$ cat config.mk
export PLATFORM = sky130hd
export DESIGN_NAME = task_dispatch_scheduler
export DESIGN_NICKNAME = d
export VERILOG_FILES = /design/src/rtl/task_dispatch_scheduler.sv
export SDC_FILE = /design/constraint.sdc
export NUM_CORES = 1
export LEC_CHECK = 0
export BUFFER_PORTS_ARGS = -buffer_cell sky130_fd_sc_hd__buf_2
export CAP_MARGIN = 20
export CORE_UTILIZATION = 55
export DETAILED_ROUTE_END_ITERATION = 10
export GPL_TIMING_DRIVEN = 0
export PLACE_DENSITY = 0.74
export SYNTH_ARGS = -nofsm -noshare
export SYNTH_HDL_FRONTEND = slang
export SYNTH_SLANG_ARGS = --single-unit
$ cat constraint.sdc
create_clock -name clk -period 7.74 [get_ports clk]
set_input_delay 1.548 -clock clk [delete_from_list [all_inputs] [get_ports clk]]
set_output_delay 1.548 -clock clk [all_outputs]
set_load 0.02 [all_outputs]
$ cat src/rtl/task_dispatch_scheduler.sv
// task_dispatch_scheduler: FIFO task queue with round-robin core dispatch and occupancy-driven DVFS.
// Optional DISPATCH_STATS_EN builds a saturating dispatched-task counter.
module task_dispatch_scheduler #(
  parameter int NUM_CORES = 4,
  parameter int DATA_W    = 32,
  parameter int DEPTH     = 8,
  parameter int HI_THRESH = 6,
  parameter int LO_THRESH = 2,
  parameter int HOLD      = 8,
  parameter int SETTLE    = 4
) (
  input  logic                       clk,
  input  logic                       rst_n,
  input  logic                       task_valid,
  input  logic [DATA_W-1:0]          task_data,
  output logic                       task_ready,
  input  logic [NUM_CORES-1:0]       core_busy,
  output logic [NUM_CORES-1:0]       disp_valid,
  output logic [DATA_W-1:0]          disp_data,
  output logic [$clog2(DEPTH):0]     occupancy,
  output logic [1:0]                 voltage_level,
  output logic [1:0]                 frequency_level,
  output logic [15:0]                dispatch_count
);
  localparam int AW = $clog2(DEPTH);
  localparam int OW = AW + 1;
  localparam int CW = NUM_CORES > 1 ? $clog2(NUM_CORES) : 1;
  localparam int HW = $clog2(HOLD + 1);
  localparam int SW = $clog2(SETTLE + 1);

  typedef enum logic [1:0] {IDLE, RAISE_F, LOWER_V} state_t;

  logic [DATA_W-1:0]    mem [DEPTH];
  logic [AW-1:0]        wr_ptr, rd_ptr;
  logic [OW-1:0]        count;
  logic [CW-1:0]        rr_ptr, sel, idx;
  logic [NUM_CORES-1:0] eligible;
  logic                 push, pop, found, high, low;
  state_t               state, state_nxt;
  logic [HW-1:0]        hi_cnt, lo_cnt, hi_nxt, lo_nxt;
  logic [SW-1:0]        st_cnt, st_nxt;
  logic [1:0]           volt_nxt, freq_nxt;

  assign occupancy  = count;
  assign task_ready = count < OW'(DEPTH);
  assign push       = task_valid && task_ready;
  // A core strobed last cycle has not yet had a chance to raise busy.
  assign eligible   = ~core_busy & ~disp_valid;
  assign pop        = (count != '0) && found;

  always_comb begin
    sel   = '0;
    found = 1'b0;
    idx   = rr_ptr;
    for (int k = 0; k < NUM_CORES; k++) begin
      if (!found && eligible[idx]) begin
        found = 1'b1;
        sel   = idx;
      end
      idx = (idx == CW'(NUM_CORES - 1)) ? '0 : idx + 1'b1;
    end
  end

  always_ff @(posedge clk)
    if (push) mem[wr_ptr] <= task_data;

  always_ff @(posedge clk or negedge rst_n)
    if (!rst_n) begin
      wr_ptr     <= '0;
      rd_ptr     <= '0;
      count      <= '0;
      disp_valid <= '0;
      disp_data  <= '0;
      rr_ptr     <= '0;
    end else begin
      if (push) wr_ptr <= wr_ptr + 1'b1;
      if (pop) rd_ptr <= rd_ptr + 1'b1;
      count      <= count + OW'(push) - OW'(pop);
      disp_valid <= pop ? NUM_CORES'(1) << sel : '0;
      if (pop) disp_data <= mem[rd_ptr];
      if (pop) rr_ptr <= (sel == CW'(NUM_CORES - 1)) ? '0 : sel + 1'b1;
    end

`ifdef DISPATCH_STATS_EN
  logic [15:0] dcnt;
  always_ff @(posedge clk or negedge rst_n)
    if (!rst_n) dcnt <= '0;
    else if (pop && dcnt != 16'hFFFF) dcnt <= dcnt + 16'd1;
  assign dispatch_count = dcnt;
`else
  assign dispatch_count = '0;
`endif

  assign high = count >= OW'(HI_THRESH);
  assign low  = count <= OW'(LO_THRESH);

  // Voltage leads on the way up and trails on the way down, so frequency never exceeds voltage.
  always_comb begin
    state_nxt = state;
    volt_nxt  = voltage_level;
    freq_nxt  = frequency_level;
    st_nxt    = st_cnt;
    hi_nxt    = '0;
    lo_nxt    = '0;
    unique case (state)
      IDLE: begin
        hi_nxt = !high ? '0 : (hi_cnt == HW'(HOLD)) ? hi_cnt : hi_cnt + 1'b1;
        lo_nxt = !low  ? '0 : (lo_cnt == HW'(HOLD)) ? lo_cnt : lo_cnt + 1'b1;
        if (hi_nxt == HW'(HOLD) && voltage_level != 2'd3) begin
          volt_nxt  = voltage_level + 2'd1;
          state_nxt = RAISE_F;
          st_nxt    = '0;
          hi_nxt    = '0;
          lo_nxt    = '0;
        end else if (lo_nxt == HW'(HOLD) && frequency_level != 2'd0) begin
          freq_nxt  = frequency_level - 2'd1;
          state_nxt = LOWER_V;
          st_nxt    = '0;
          hi_nxt    = '0;
          lo_nxt    = '0;
        end
      end
      RAISE_F: begin
        if (st_cnt == SW'(SETTLE - 1)) begin
          freq_nxt  = frequency_level + 2'd1;
          state_nxt = IDLE;
        end else st_nxt = st_cnt + 1'b1;
      end
      LOWER_V: begin
        if (st_cnt == SW'(SETTLE - 1)) begin
          volt_nxt  = voltage_level - 2'd1;
          state_nxt = IDLE;
        end else st_nxt = st_cnt + 1'b1;
      end
      default: state_nxt = IDLE;
    endcase
  end

  always_ff @(posedge clk or negedge rst_n)
    if (!rst_n) begin
      state           <= IDLE;
      hi_cnt          <= '0;
      lo_cnt          <= '0;
      st_cnt          <= '0;
      voltage_level   <= '0;
      frequency_level <= '0;
    end else begin
      state           <= state_nxt;
      hi_cnt          <= hi_nxt;
      lo_cnt          <= lo_nxt;
      st_cnt          <= st_nxt;
      voltage_level   <= volt_nxt;
      frequency_level <= freq_nxt;
    end
endmodule

[Yosys cells after proc, flatten, opt, wreduce, memory -nomap -nowiden]
Memories as Yosys holds them, arrays and structs flattened. A register that Yosys moved wholly into a read port is not among the register bits.
Index checks and enable logic that the tools add are counted.
Widths: inputs -> output; s select.
Cells by class
  shift-type cells: 1
  add/sub/neg operators: 15
  bitwise gates (word level): 3
  multiplexer cells: 48
  $lt $le $gt $ge: 7
  reduce and logical (&&, ||, !) cells: 22
  equal/unequal tests: 20
Operators by type and width (count)
  $mux 4: 11
  $mux 2: 16
  $eq 4x4->1 const B: 4
  $ne 2x2->1 const B: 7
  $add 2x1->2 const B: 6
  $lt 2x3->1 const B: 4
  $pmux 2 s2: 3
  $eq 2x2->1 const B: 5
  $mux 1: 10
  $add 3x1->3 const B: 3
  $mux 3: 3
  $add 4x1->4 const B: 2
  $bmux 1 s2: 4
  $not 4->4: 2
  $reduce_bool 2->1: 4
  $logic_and 1x1->1: 7
  $pmux 3 s2: 1
  $reduce_and 3->1: 2
  $add 4x1->4: 1
  $and 4x4->4: 1
  $ge 4x3->1 const B: 1
  $le 4x2->1 const B: 1
  $logic_not 1->1: 4
  $lt 4x4->1 const B: 1
  12 further kinds: 13
Word-level totals
  memories kept: 1
  logic and storage cells: 128
  input bits: 39
  output and inout port bits: 61
  memory bits (writable): 256
  register bits after elaboration: 33
Memories
  mem: depth 8, width 32, read ports 1, clocked after memory_dff 1, write ports 1, RTL line 33  | logic [DATA_W-1:0] mem [DEPTH];

[Depth between registers and ports, before layout]
Gate-level depths: netlist (run 1).
  depth after elaboration: 16
  depth in mapped cells: 13
  depth with buffers taken out: 12

[Worst setup path before layout (run 1)]
No wires, ideal clock.
  path type: in2reg
  start: input task_valid
  end: memory mem[0][0] (enable)
  setup slack: 3.041 ns
  buffers on the path: 0
  stages on the path: 3
  data required time: 7.279 ns
  arrival time: 4.238 ns
  setup time: 0.461 ns
  path through: nor2b_1 > nand2b_1 > nor3_1
Between the ends
  cells in the longest elaborated chain, start to end: 3
Ends and longest elaborated chain
  start: declaration: RTL line 14  | input logic task_valid,
  $logic_and 1x1->1: RTL line 46  | assign push = task_valid && task_ready;
  $mux 1: RTL line 65  | if (push) mem[wr_ptr] <= task_data;
  $mux 1 (not written as such): RTL line 65
  end: declaration: RTL line 33
No other way between the ends.

[Worst setup path in the final report (run 1)]
  start: input task_valid
  end: memory mem[4][4] (enable)
The elaborated chain is that of the path after synthesis.

==> results.json, run 1 <==
{
  "status": "complete, no violations",
  "root_buffer": "clkbuf_16",
  "port_buffers": 83,
  "drc": 0,
  "h-tree-depth": 1,
  "peakVddDrop_uv": 281,
  "fin_cells": 1222,
  "finalHoldViolCount": 0,
  "grt_pass1_wl_mm": 39.4,
  "synth_common_cells": "256 x edfxtp_1, 65 x dfrtp_1, 65 x mux4_2",
  "fin_area_um2": 15300,
  "syn_inst": 734,
  "crit_fanout": 9,
  "worst_r2r_path_depth": 13,
  "hpwl_mm": 15.9,
  "fp-row-count": 56,
  "ios": 100,
  "postCtsHoldBufs": 0,
  "cts-resized-gates": 0,
  "worst_pin_slew_ns": 1.04,
  "netlist-cell-type-count": 55,
  "crit_top_cell": "buf_6",
  "hold_path_end": "st_cnt[2]$_DFFE_PN0P_",
  "clk_pin_slew_ns": 0.06,
  "synth_seq_cells": 321,
  "cap_violations": 0,
  "period_needed_ns": 3.57,
  "placed_area_um2": 14200,
  "hold_class": "reg2reg",
  "cts_inserted_buffers": 30,
  "critPathKind": "in2reg",
  "first_pass_iters": 5,
  "num_vias": 6883,
  "leakage_nw": 5.62,
  "yosysMostFrequentCell": "edfxtp_1",
  "synth_area_leaders": "edfxtp_1 59%, dfrtp_1 12%, mux4_2 11%, mux2i_1 2.6%, ha_1 2.3%",
  "cts.path.max_buffers": 3,
  "wl_per_cell_um": 20.9,
  "skew_ns": 0.0296,
  "cts_num_sinks": 321,
  "synth-seq-area-share": 0.714,
  "syn_to_final_growth_pct": 16.9,
  "avgSynthCellArea_um2": 17.8,
  "cp_top_family": "simple AND/OR/NAND/NOR gates",
  "antenna_found_initial": 3,
  "hold_slack_ns": 0.472,
  "insertion_delay_ns": 0.57,
  "hold_depth": 1,
  "startpoint_type": "input pin",
  "die_area_um2": 24400,
  "synth-main-ff-cell": "edfxtp_1",
  "synth_top_cell_by_area": "edfxtp_1",
  "ant_nets": 0,
  "r2r_start": "rr_ptr[1]$_DFFE_PN0P_",
  "synthDominantCellAreaShare": 0.589,
  "power_density_nw_per_um2": 393,
  "synth-edff-count": 256,
  "critPathMaxStageDelay_ns": 0.87,
  "die_x_um": 156,
  "yosys_warnings": 0,
  "setup_violations": 0,
  "arrival_ns": 3.85,
  "grt_start_max_net_pins": 64,
  "finalMaxSlewViolations": 0,
  "critPathRequiredTime_ns": 8.02,
  "min-delay-start": "st_cnt[2]$_DFFE_PN0P_",
  "synthArstFlopShare": 0.202,
  "crit_chain": "buf_2 -> nor2b_1 -> nand2_1 -> nor3_2 -> buf_6 -> buf_6 -> buf_6",
  "die_h_um": 156,
  "nets": 942,
  "slew-limit-headroom": 0.301,
  "grtUsageTotal": 0.221,
  "crit_slowest_cell": "nor3_2",
  "grt_pass1_vias": 6920,
  "reg2reg_slack_ns": 4.53,
  "tns_ns": 0,
  "cts_tree": "done",
  "grt-ovfl-total": 0,
  "worstSetupEndpointType": "register",
  "min_period_over_period": 0.461,
  "netlist_area_um2": 13100,
  "vias_per_cell": 5.63,
  "coreArea_um2": 23400,
  "routabilityCongestion": 0.832,
  "initialDrtViolationCount": 649,
  "place_inst": 1165,
  "timing.rr.end": "occupancy[2]$_DFF_PN0_",
  "postCtsSetupBuffers": 0,
  "worst-path-buf-inv": 4,
  "routed_wl_mm": 25.6,
  "rsz0062_at_grt": "no",
  "drive_gt1_frac": 0.282,
  "start_util": 0.558,
  "fmax_mhz": 280,
  "fillers": 1614
}
where the power goes:
part           internal, mW  leakage [nW]  total (mW)  switching [mW]
Sequential             2.20          3.11        2.36           0.159
Combinational         0.919          2.01        2.17            1.25
Clock                 0.871         0.502        1.48           0.611
Total                  3.99          5.62        6.00            2.02
kinds of logic (layout without fill, tap and decap cells):
| family | Yosys count | after routing | synth area share |
|---|---|---|---|
| adder cells (fa/ha/maj) | 25 | 25 | 0.0245 |
| buffers and inverters | 66 | 219 | 0.0263 |
| XOR/XNOR | 13 | 13 | 0.00872 |
| flip-flops | 321 | 321 | 0.714 |
| other | 1 | 17 | 0.000287 |
| AO/OA/AOI/OAI | 87 | 87 | 0.0422 |
| multiplexers | 103 | 103 | 0.142 |
| AND/OR/NAND/NOR | 118 | 118 | 0.0428 |
state kept, by name (all words and copies together) (netlist names), 3 cells and up:
name and flops:
disp_data 32, disp_valid 4, hi_cnt 4, lo_cnt 4, mem 256, occupancy 4
rd_ptr 3, st_cnt 3, wr_ptr 3
per-layer routing:
metal,global-route usage,part of all wire,up-vias
li1,-,-,3128
met1,0.299,0.42,3515
met2,0.374,0.51,190
met3,0.0392,0.051,46
met4,0.0532,0.020,4
met5,0,0.0011,-
cell type report:
cell class / count / area (µm²) / area share
flip-flops and latches: 321 / 9310 / 0.610
multi-input cells: 362 / 3510 / 0.230
clock buffers: 41 / 852 / 0.0558
repair buffers: 97 / 671 / 0.0439
well taps: 319 / 399 / 0.0262
plain buffers: 45 / 264 / 0.0173
clock inverters: 15 / 171 / 0.0112
inverters: 21 / 78.8 / 0.00517
diodes: 1 / 2.50 / 0.000164
how the worst max path moves through the flow:
stage	from	end	slack, ns	depth (start not counted)
2_1_floorplan	task_valid	mem[0][0]$_DFFE_PP_	3.04	3
3_3_place_gp	task_valid	mem[4][4]$_DFFE_PP_	0.51	4
3_5_place_dp	task_valid	mem[4][4]$_DFFE_PP_	3.60	7
4_1_cts	task_valid	mem[4][4]$_DFFE_PP_	4.19	7
5_1_grt	task_valid	mem[4][4]$_DFFE_PP_	4.02	7
6_report	task_valid	mem[4][4]$_DFFE_PP_	4.17	7
through the flow:
stage / power, mW / setup slack, ns / utilization
after floorplan: 3.90 / 3.04 / -
after global placement: 4.47 / 0.505 / 0.595
after detailed placement: 4.57 / 3.60 / 0.608
after CTS: 6.07 / 4.19 / 0.652
after global routing: 6.35 / 4.02 / 0.652
final: 6.00 / 4.17 / 0.652
worst register-to-register path, cell delays in order (launching register included):
cell      delay [ns]
dfrtp_1         0.45
ha_1            0.26
or2_2           0.31
clkbuf_1        0.22
nor4_1          0.27
nor3_1          0.14
o21ai_4         0.29
inv_2           0.11
ha_1            0.28
inv_1           0.05
ha_1            0.15
inv_1           0.05
fa_1            0.37
xnor2_1         0.13
cell usage in the layout (no fill, tap or decap), types with 17 or more instances in the layout:
master	instances
o21ai_0	37
ha_1	24
mux4_2	65
mux2i_1	34
buf_4	17
edfxtp_1	256
buf_2	90
nand2_1	45
clkbuf_1	20
dfrtp_1	65
clkbuf_16	30
inv_1	20
No activity file was read; power rests on OpenSTA's default activity.
==> inputs of run 2 (changes only) <==
==> constraint.sdc (replaced) <==
create_clock -name clk -period 3.3 [get_ports clk]
set_input_delay 0.66 -clock clk [delete_from_list [all_inputs] [get_ports clk]]
set_output_delay 0.66 -clock clk [all_outputs]
set_load 0.02 [all_outputs]
==> run 2 against run 1 <==
Against the previous run:
- count of clock-buffer cells in the layout up 4
- combinational power up 140%
- die area unchanged
- sequential share of layout area down 0.52 points
- register-to-register slack worse by 4.2 ns
- clock power rose to 2.6 times the previous value
- cell count up 0.41%
- critical endpoint is now occupancy[1]$_DFF_PN0_
- utilization up 0.56 points
- critical path depth up 6
- global-route usage up 0.29 points
- setup slack worse by 3.9 ns
- non-clock buffer count down 2
==> results.json, run 2 (synthesis results as in run 1) <==
{
  "crit_slowest_cell": "fa_1",
  "power_switching_mw": 4.90,
  "initialDrtViolationCount": 604,
  "startpoint_type": "register",
  "finalHoldViolCount": 0,
  "power_mw": 14.5,
  "placed_area_um2": 14300,
  "critPathMaxStageDelay_ns": 0.48,
  "grt-ovfl-total": 0,
  "die_x_um": 156,
  "peakVddDrop_uv": 643,
  "finish.utilization": 0.658,
  "coreArea_um2": 23400,
  "fin_ws_ns": 0.282,
  "layout.cells.most_common_list": "256 x edfxtp_1, 90 x buf_2, 65 x mux4_2, 65 x dfrtp_1, 45 x nand2_1",
  "seq_area_um2": 9310,
  "cts-resized-gates": 0,
  "arrival_ns": 3.43,
  "antenna_found_initial": 3,
  "crit_chain": "ha_1 -> or2_2 -> clkbuf_1 -> nor4_1 -> nor3_1 -> o21ai_4 -> inv_2 -> ha_1 -> inv_1 -> ha_1 -> inv_1 -> fa_1 -> inv_1",
  "worstSetupEndpointType": "register",
  "drc": 0,
  "drive_gt1_frac": 0.287,
  "grtUsageTotal": 0.223,
  "fin_area_um2": 15400,
  "largest_reg_flops": 256,
  "vias_per_cell": 5.68,
  "port_buffers": 83,
  "power.internal_mw": 9.57,
  "clkPwrFrac": 0.262,
  "multi_input_area_um2": 3520,
  "crit_fanout": 10,
  "worst-path-buf-inv": 5,
  "worst_pin_slew_ns": 0.954,
  "grt_pass1_vias": 7133,
  "fmax_mhz": 331,
  "ant_nets": 0,
  "wl_per_cell_um": 21.2,
  "period_needed_ns": 3.02,
  "status": "complete, no violations",
  "dpl_worst_slack_ns": 0.0599,
  "critPathKind": "reg2reg",
  "h-tree-depth": 2,
  "power_density_nw_per_um2": 940,
  "fin_cells": 1227,
  "slew-limit-headroom": 0.364,
  "syn_to_final_growth_pct": 17.9,
  "clk_pin_slew_ns": 0.06,
  "cp_top_family": "adder cells",
  "seqPwrFrac": 0.384,
  "grt_pass1_wl_mm": 40.0,
  "first_pass_iters": 5,
  "fp-row-count": 56,
  "skew_ns": 0.0215,
  "setup_violations": 0,
  "place_inst": 1162,
  "ios": 100,
  "finalMaxSlewViolations": 0,
  "min_period_over_period": 0.915,
  "cts_inserted_buffers": 34,
  "hpwl_mm": 16.1,
  "root_buffer": "clkbuf_16",
  "routabilityCongestion": 0.813,
  "rsz0062_at_grt": "no",
  "start_util": 0.558,
  "comb_power_share": 0.354,
  "cap_violations": 0,
  "hold_class": "in2async",
  "fillers": 1599,
  "netSwitchingFraction": 0.339,
  "regMostFlops": "mem",
  "die_area_um2": 24400,
  "nets": 944,
  "final_common_cell": "edfxtp_1",
  "critPathRequiredTime_ns": 3.72,
  "reg_top3": "mem (256), disp_data (32)",
  "r2r_start": "rr_ptr[1]$_DFFE_PN0P_",
  "cp-startpoint": "rr_ptr[1]$_DFFE_PN0P_",
  "leakage_nw": 5.67,
  "routed_wl_mm": 26.0,
  "cts.path.max_buffers": 3,
  "num_vias": 6974,
  "die_h_um": 156,
  "cts_tree": "done",
  "cts_num_sinks": 321,
  "insertion_delay_ns": 0.52,
  "grt_start_max_net_pins": 45
}
## run 2: cell count changes in the layout (fill, tap and decap cells not counted), sizes merged
cell,change
buf,-2
clkinv,-2
clkbuf,+4
diode,+1
inv,+2
clkinvlp,+2
## run 2: worst paths after layout
| check | to | slack (ns) | cells after the start |
|---|---|---|---|
| setup / recovery | occupancy[1]$_DFF_PN0_ | 0.28 | 13 |
| hold / removal | frequency_level[0]$_DFFE_PN0P_ | 0.05 | 1 |
| setup reg to reg | occupancy[1]$_DFF_PN0_ | 0.28 | 13 |
| hold reg to reg | st_cnt[2]$_DFFE_PN0P_ | 0.47 | 1 |
| max in group asynchronous | disp_data[20]$_DFFE_PN0P_ | 2.68 | 2 |
| min in group clk | mem[2][19]$_DFFE_PP_ | 0.41 | 1 |
## run 2: worst register-to-register path, cell delays in order (launching register included)
cell	delay, ns
dfrtp_1	0.44
ha_1	0.26
or2_2	0.32
clkbuf_1	0.21
nor4_1	0.28
nor3_1	0.14
o21ai_4	0.16
inv_2	0.08
ha_1	0.27
inv_1	0.06
ha_1	0.15
inv_1	0.05
fa_1	0.48
inv_1	0.04
## run 2: area by class of cell
type,instances,area share
timing repair buffer,95,0.0445
multi-input combinational,362,0.229
sequential,321,0.605
tap,319,0.0259
inverter,21,0.00512
clock buffer,45,0.0599
clock inverter,17,0.0132
antenna,2,0.000325
buffer,45,0.0172
## run 2: timing repair
item / 4_1_cts / 5_1_grt
hold buffers: 0 / 0
buffers inserted: 0 / 1
endpoints found under the setup margin: 0 / 3
## run 2: per-layer routing
metal / vias up / GRT usage / share of wire
met5: - / 0 / 0.00042
met4: 2 / 0.0705 / 0.020
met3: 43 / 0.0444 / 0.064
met2: 271 / 0.369 / 0.50
met1: 3529 / 0.301 / 0.42
li1: 3129 / - / -
## run 2: power groups by stage
stage,Clock [mW],Combinational [mW],Sequential (mW)
6_report,3.79,5.12,5.55
5_1_grt,3.99,5.63,5.63
4_1_cts,3.84,5.19,5.55
3_5_place_dp,0,5.14,5.62
3_3_place_gp,0,4.88,5.61
2_1_floorplan,0,3.29,5.86
## run 2: per-stage QoR
step	setup TNS, ns	hold slack [ns]
after floorplan	0	0.364
after global placement	-304.84	0.459
after detailed placement	0	0.466
after CTS	0	0.0473
after global routing	0	0.0631
final	0	0.0484
==> inputs of run 3 (changes only) <==
--- a/config.mk
+++ b/config.mk
@@ -11,6 +11,7 @@
 export DETAILED_ROUTE_END_ITERATION = 10
 export GPL_TIMING_DRIVEN = 0
 export PLACE_DENSITY = 0.74
+export SETUP_SLACK_MARGIN = 0.3
 export SYNTH_ARGS = -nofsm -noshare
 export SYNTH_HDL_FRONTEND = slang
 export SYNTH_SLANG_ARGS = --single-unit
==> run 3 against run 2 <==
Against the previous run:
- sequential share of layout area fell by 0.10 points
- register-to-register slack improved by 0.15 ns
- sequential power is essentially flat
- via count up 0.13%
- total power grew 0.35%
- cell count about the same
- setup slack improved by 0.15 ns
- die area stayed put
==> results.json, run 3 (synthesis results as in run 1) <==
{
  "drc": 0,
  "ant_nets": 0,
  "cts_num_sinks": 321,
  "cts_inserted_buffers": 34,
  "dpl_worst_slack_ns": 0.0599,
  "startpoint_type": "register",
  "routed_wl_mm": 26.1,
  "grt-ovfl-total": 0,
  "hpwl_mm": 16.1,
  "grt_pass1_wl_mm": 40.0,
  "grt_start_max_net_pins": 45,
  "hold_slack_ns": 0.0535,
  "fp-row-count": 56,
  "met3_length_mm": 1.43,
  "reg_top3": "mem (256), disp_data (32)",
  "drive_gt1_frac": 0.294,
  "vias_per_cell": 5.69,
  "peakVddDrop_uv": 644,
  "period_needed_ns": 2.87,
  "fin_ws_ns": 0.434,
  "die_h_um": 156,
  "finalMaxSlewViolations": 0,
  "initialDrtViolationCount": 640,
  "fin_cells": 1228,
  "setup_violations": 0,
  "min_period_over_period": 0.869,
  "hold_class": "in2async",
  "crit_slowest_cell": "fa_1",
  "place_inst": 1162,
  "crit_top_cell": "inv_1",
  "critPathRequiredTime_ns": 3.72,
  "coreArea_um2": 23400,
  "clk_pin_slew_ns": 0.06,
  "insertion_delay_ns": 0.52,
  "regMostFlops": "mem",
  "port_buffers": 83,
  "worst-path-buf-inv": 5,
  "finalHoldViolCount": 0,
  "routabilityCongestion": 0.813,
  "cts.path.max_buffers": 3,
  "num_vias": 6983,
  "leakage_nw": 5.68,
  "die_x_um": 156,
  "wl_per_cell_um": 21.2,
  "postCtsHoldBufs": 0,
  "h-tree-depth": 2,
  "critPathKind": "reg2reg",
  "antenna_found_initial": 3,
  "grtUsageTotal": 0.224,
  "cap_violations": 0,
  "slew-limit-headroom": 0.362,
  "wl_met1_mm": 11.1,
  "ios": 100,
  "final_common_cell": "edfxtp_1",
  "critPathMaxStageDelay_ns": 0.48,
  "nets": 945,
  "grt_pass1_vias": 7134,
  "routed.top_layer": "met5",
  "worstSetupEndpointType": "register",
  "cts_tree": "done",
  "die_area_um2": 24400,
  "largest_reg_flops": 256,
  "status": "complete, no violations",
  "worst_pin_slew_ns": 0.957,
  "cp_top_family": "adder cells",
  "root_buffer": "clkbuf_16",
  "skew_ns": 0.0219,
  "crit_fanout": 10,
  "tns_ns": 0,
  "crit_chain": "ha_2 -> or2_2 -> buf_4 -> nor4_2 -> nor3_2 -> o21ai_4 -> inv_2 -> ha_1 -> inv_1 -> ha_1 -> inv_1 -> fa_1 -> inv_1",
  "met2WireLength_mm": 13.0,
  "arrival_ns": 3.28,
  "fmax_mhz": 349,
  "layout.cells.most_common_list": "256 x edfxtp_1, 90 x buf_2, 65 x mux4_2, 64 x dfrtp_1, 45 x nand2_1",
  "first_pass_iters": 5,
  "syn_to_final_growth_pct": 18.1,
  "power_density_nw_per_um2": 941,
  "rsz0062_at_grt": "no",
  "start_util": 0.558
}
run 3: worst paths after layout:
| kind | start | to | slack, ns | depth (start not counted) |
|---|---|---|---|---|
| max in group asynchronous | rst_n | rr_ptr[1]$_DFFE_PN0P_ | 2.66 | 2 |
| worst max-delay path | rr_ptr[0]$_DFFE_PN0P_ | occupancy[1]$_DFF_PN0_ | 0.43 | 13 |
| worst max register to register | rr_ptr[0]$_DFFE_PN0P_ | occupancy[1]$_DFF_PN0_ | 0.43 | 13 |
| worst min-delay path | rst_n | frequency_level[0]$_DFFE_PN0P_ | 0.05 | 1 |
| min in group clk | task_data[19] | mem[2][19]$_DFFE_PP_ | 0.41 | 1 |
| worst min register to register | st_cnt[2]$_DFFE_PN0P_ | st_cnt[2]$_DFFE_PN0P_ | 0.47 | 1 |
run 3: area by class of cell:
| class | count | area (µm²) |
|---|---|---|
| tap | 319 | 399 |
| sequential | 321 | 9320 |
| buffer | 45 | 269 |
| antenna | 2 | 5.00 |
| multi-input combinational | 362 | 3530 |
| timing repair buffer | 96 | 693 |
| clock buffer | 45 | 922 |
| fill | 1603 | 7980 |
| inverter | 21 | 78.8 |
| clock inverter | 17 | 203 |
run 3: through the flow:
stage | power (mW) | util | area [µm²]
3_3_place_gp | 10.5 | 0.595 | 13900
6_report | 14.5 | 0.659 | 15400
2_1_floorplan | 9.15 | - | 13100
3_5_place_dp | 10.8 | 0.609 | 14300
5_1_grt | 15.3 | 0.659 | 15400
4_1_cts | 14.6 | 0.658 | 15400
run 3: report_power, final:
group	switching, mW	internal, mW	leakage (nW)	total, mW
clock network	1.56	2.24	0.545	3.79
logic	2.97	2.20	2.02	5.17
registers	0.393	5.15	3.11	5.55
run 3: routing by layer:
metal,track usage,vias to the layer above
li1,-,3130
met1,0.302,3564
met2,0.369,244
met3,0.0444,43
met4,0.0705,2
met5,0,-
run 3: repair_timing:
action,4_1_cts,5_1_grt
gates resized for setup,0,11
setup buffers,1,1
endpoints found under the setup margin,3,4
pin swaps,1,0
